--- src/rtl/rect_scan_counter.sv ---
// Raster scanner for a runtime-sized rectangle: walks x fastest, then y,
// qualifying each point with write_en and pulsing done when finished.
//
// Ports:
//   clk, resetn       : clock, async active-low reset
//   start             : begin a scan (sampled only while idle)
//   width, height     : rectangle size, latched on an accepted start
//   hold              : stall, freezes offsets and masks write_en
//   x_off, y_off      : current point offsets
//   write_en          : current point is valid this cycle
//   busy, done        : scanning / one-cycle completion pulse
module rect_scan_counter #(
  parameter int XW = 8,
  parameter int YW = 7
) (
  input  logic          clk,
  input  logic          resetn,
  input  logic          start,
  input  logic [XW-1:0] width,
  input  logic [YW-1:0] height,
  input  logic          hold,
  output logic [XW-1:0] x_off,
  output logic [YW-1:0] y_off,
  output logic          write_en,
  output logic          busy,
  output logic          done
);

  typedef enum logic [1:0] {
    IDLE = 2'd0,
    RUN  = 2'd1,
    DONE = 2'd2
  } state_e;

  state_e        state_q, state_d;
  logic [XW-1:0] x_q, x_d;
  logic [YW-1:0] y_q, y_d;
  logic [XW-1:0] w_q, w_d;
  logic [YW-1:0] h_q, h_d;

  // Latched sizes are non-zero while running, so these never wrap.
  logic [XW-1:0] x_last;
  logic [YW-1:0] y_last;

  assign x_last = w_q - XW'(1);
  assign y_last = h_q - YW'(1);

  always_ff @(posedge clk or negedge resetn) begin
    if (!resetn) begin
      state_q <= IDLE;
      x_q     <= '0;
      y_q     <= '0;
      w_q     <= '0;
      h_q     <= '0;
    end else begin
      state_q <= state_d;
      x_q     <= x_d;
      y_q     <= y_d;
      w_q     <= w_d;
      h_q     <= h_d;
    end
  end

  always_comb begin
    state_d = state_q;
    x_d     = x_q;
    y_d     = y_q;
    w_d     = w_q;
    h_d     = h_q;
    unique case (state_q)
      IDLE: begin
        if (start) begin
          if (width != '0 && height != '0) begin
            w_d     = width;
            h_d     = height;
            x_d     = '0;
            y_d     = '0;
            state_d = RUN;
          end else begin
            state_d = DONE;
          end
        end
      end
      RUN: begin
        if (!hold) begin
          if (x_q < x_last) begin
            x_d = x_q + XW'(1);
          end else if (y_q < y_last) begin
            x_d = '0;
            y_d = y_q + YW'(1);
          end else begin
            x_d     = '0;
            y_d     = '0;
            state_d = DONE;
          end
        end
      end
      DONE: begin
        state_d = IDLE;
      end
      default: begin
        state_d = IDLE;
      end
    endcase
  end

  assign x_off    = x_q;
  assign y_off    = y_q;
  assign busy     = (state_q == RUN);
  assign done     = (state_q == DONE);
  assign write_en = (state_q == RUN) & ~hold;

endmodule

--- config.mk ---
export PLATFORM = sky130hd
export DESIGN_NAME = rect_scan_counter
export DESIGN_NICKNAME = d
export VERILOG_FILES = /design/src/rtl/rect_scan_counter.sv
export SDC_FILE = /design/constraint.sdc
export NUM_CORES = 1
export LEC_CHECK = 0
export BUFFER_PORTS_ARGS = -buffer_cell sky130_fd_sc_hd__buf_2
export CORE_UTILIZATION = 60
export DETAILED_ROUTE_END_ITERATION = 10
export PLACE_DENSITY = 0.85
export SYNTH_ARGS = -nofsm -noshare
export SYNTH_HDL_FRONTEND = slang
export SYNTH_SLANG_ARGS = --single-unit
--- constraint.sdc ---
create_clock -name clk -period 7.4 [get_ports clk]
set_input_delay 0.74 -clock clk [delete_from_list [all_inputs] [get_ports clk]]
set_output_delay 0.74 -clock clk [all_outputs]
set_load 0.05 [all_outputs]
==> impl_metrics.csv <==
group,metric,value,unit
clock_tree,clk_pin_slew,0.10,ns
worst_setup_path,worst_ep_required_time,7.68,ns
synth,ys_top_cells_by_area,"dfrtp_1 38%, ha_1 10%, mux2_4 6.5%",
finish,multi_input_area,1210,sq um
finish,drive_gt1_share,29.8,%
finish,antenna_cells,0,
finish,seq_area,801,sq um
clock_tree,ctsHoldBuffers,0,
synth,syn_inst,196,
placement,dp_hpwl,3.08,mm
clock_tree,cts_root_buf,"clkbuf_4",
finish,fillers,280,
sta,rsz0062_at_grt,"false",
global_route,grt_pass1_wl,6.57,mm
worst_hold_path,hold_class,"input pin to async pin",
synth,synth_ff_type,"dfrtp_1",
worst_setup_path,reg2reg_slack,4.26,ns
placement,numPortBuffers,36,
synth,synth_commonest_cells,"32 x dfrtp_1, 19 x nor2_1, 17 x ha_1",
clock_tree,cts_repair_resize_count,0,
synth,synth_edf_count,0,
global_route,grt_pass1_vias,1509,
sta,slew_viol_final,0,
clock_tree,tritoncts,"done",
worst_setup_path,reg2reg_depth,9,
detailed_routing,avgViaCountPerCell,5.90,
sta,timing.fmax,318,MHz
worst_setup_path,rr_endpoint,"y_off[0]",
job,cap_viol_max_count,0,
finish,final_core_util,70.3,%
worst_setup_path,critPathMaxStageDelay,0.61,ns
synth,synth_area_leader_cell,"dfrtp_1",
sta,period_share,42.5,%
sta,min_period,3.14,ns
clock_tree,clock_latency,0.33,ns
synth,synth_seq_cells,32,
floorplan,die_w,61.0,microns
global_route,track_usage,24.5,%
worst_setup_path,crit_path_max_fanout,13,
floorplan,coreArea,3340,sq um
synth,synthArstFlopShare,100,%
detailed_routing,drc,0,
detailed_routing,firstDrtPassIters,4,
floorplan,ios,37,
synth,synth_fp_nets,232,
synth,yosys_warnings,0,
sta,fin_skew,0.0104,ns
detailed_routing,wl,4.08,mm
pwr,p_leak,0.00112,uW
synth,synth.most_common_cell,"dfrtp_1",
detailed_routing,antenna_left,0,
sta,tns,0,ns
sta,tightest_slew,0.859,ns
floorplan,rows,21,
sta,finalSetupViolations,0,
floorplan,die_y,61.0,microns
worst_setup_path,cp_slowest_cell,"nor4_2",
global_route,grt_max_degree,33,
clock_tree,clock_sinks,32,
worst_setup_path,cp-start-kind,"flop",
pwr,p_per_area,443,nW/um^2
detailed_routing,drtIter0Drc,136,
floorplan,dieArea,3720,sq um
synth,synth_cell_types,42,
clock_tree,post-cts-setup-buffer-count,0,
clock_tree,cts_buffers,5,
finish,layout.nets,271,
synth,synth_top_cell_area_share,38.3,%
placement,gp_congestion,0.823,
worst_setup_path,crit_start,"w_q[3]",
floorplan,initial_utilization,62.6,%
worst_setup_path,critPathCaptureType,"flop",
worst_setup_path,worstSetupPathType,"flop to flop",
pwr,irDropWorstVdd,209,uV
finish,syn_to_final_growth,12.2,%
global_route,grt_antenna_before_repair,0,
detailed_routing,post_drt_wl_per_cell,14.5,microns
synth,yosysSeqAreaShare,38.3,%
clock_tree,cts.path.max_buffers,2,
detailed_routing,vias,1659,
status,status,"finished clean",
worst_setup_path,worstReg2RegStart,"w_q[3]",
clock_tree,htreeDepth,2,
sta,hold_viol,0,
synth,syn_avg_cell_area,10.7,sq um
global_route,grt-ovfl-total,0,
worst_setup_path,path_cells,"or4_1 -> nor4_1 -> xnor2_1 -> ha_1 -> nand4_1 -> a211oi_2 -> nor2_1 -> nor4_2 -> mux2_2",
sta,relSlewSlack,42.5,%
worst_setup_path,arrival,3.42,ns
synth,synth_area,2090,sq um
==> area by class of cell <==
class                      instances  share of cell area, %
sequential                        32                   34.2
multi-input combinational        151                   51.5
tap                               46                   2.45
timing repair buffer              36                   7.68
clock buffer                       7                   2.77
inverter                           9                   1.44
==> metrics by stage <==
| stage | instance area [sq um] | hold WS (ns) | worst slack [ns] | cells | power, uW |
|---|---|---|---|---|---|
| 2_1_floorplan | 2090 | 0.444 | 4.66 | 196 | 804 |
| 3_3_place_gp | 2280 | 0.514 | 4.35 | 274 | 907 |
| 3_5_place_dp | 2280 | 0.522 | 4.26 | 274 | 929 |
| 4_1_cts | 2340 | 0.466 | 4.25 | 281 | 1050 |
| 5_1_grt | 2340 | 0.482 | 3.95 | 281 | 1130 |
| 6_report | 2340 | 0.446 | 4.26 | 281 | 1040 |
==> critical path: cells and delay by family, from the launching register on <==
family	cells	cell delay [ns]
compound gates	1	0.26
xor+xnor	1	0.11
fa+ha+maj	1	0.29
flops	1	0.43
mux	1	0.25
simple gates	5	1.75
==> how the worst max path moves through the flow <==
stage / to / cells past startpoint
CTS: y_off[0] / 9
detailed placement: y_off[0] / 9
global placement: y_off[0] / 9
global route: y_off[0] / 9
floorplan: y_off[6] / 10
finish: y_off[0] / 9
==> logic make-up (layout without fill, tap and decap cells) <==
group	after synthesis	count (layout)	synth area share (%)
AND/OR/NAND/NOR	67	67	16.9
AO/OA/AOI/OAI	39	39	15.3
buffers and inverters	13	52	3.89
multiplexers	17	17	10.8
flip-flops	32	32	38.3
XOR/XNOR	11	11	4.61
adder cells (fa/ha/maj)	17	17	10.2
==> registers in the layout, indices dropped and copies added, names as in the netlist <==
signal   cells
state_q      2
x_off        8
h_q          7
y_off        7
w_q          8
==> cells in the final DEF (no fill, tap or decap), drive strengths merged, types with 2 or more instances in the layout <==
cell,synthesis,routed
a22o,10,10
nor2b,2,2
inv,9,9
a21o,5,5
a211o,4,4
nor2,20,20
xor2,4,4
nand2b,4,4
nand2,9,9
o21ai,6,6
dfrtp,32,32
clkbuf,0,7
or2,3,3
nand4,2,2
xnor2,7,7
buf,4,36
nor3,7,7
mux2,17,17
nand3,7,7
a211oi,5,5
o211ai,3,3
or4,3,3
nor4,4,4
ha,17,17
==> routing by layer <==
| layer | wire length, microns | global-route usage [%] | up-vias |
|---|---|---|---|
| met5 | 0 | 0 | - |
| met4 | 47 | 7.47 | 0 |
| met3 | 154 | 7.14 | 4 |
| met2 | 1940 | 39.9 | 41 |
| met1 | 1940 | 31.6 | 808 |
| li1 | - | - | 806 |
==> power breakdown <==
| group | total [uW] | switching, uW | internal (uW) | leakage [uW] |
|---|---|---|---|---|
| Combinational | 607 | 353 | 254 | 0.000670 |
| Clock | 114 | 59.7 | 53.9 | 0.0000374 |
| Sequential | 319 | 81.3 | 238 | 0.000411 |
| Total | 1040 | 494 | 545 | 0.00112 |
No activity file was read; power rests on OpenSTA's default activity.
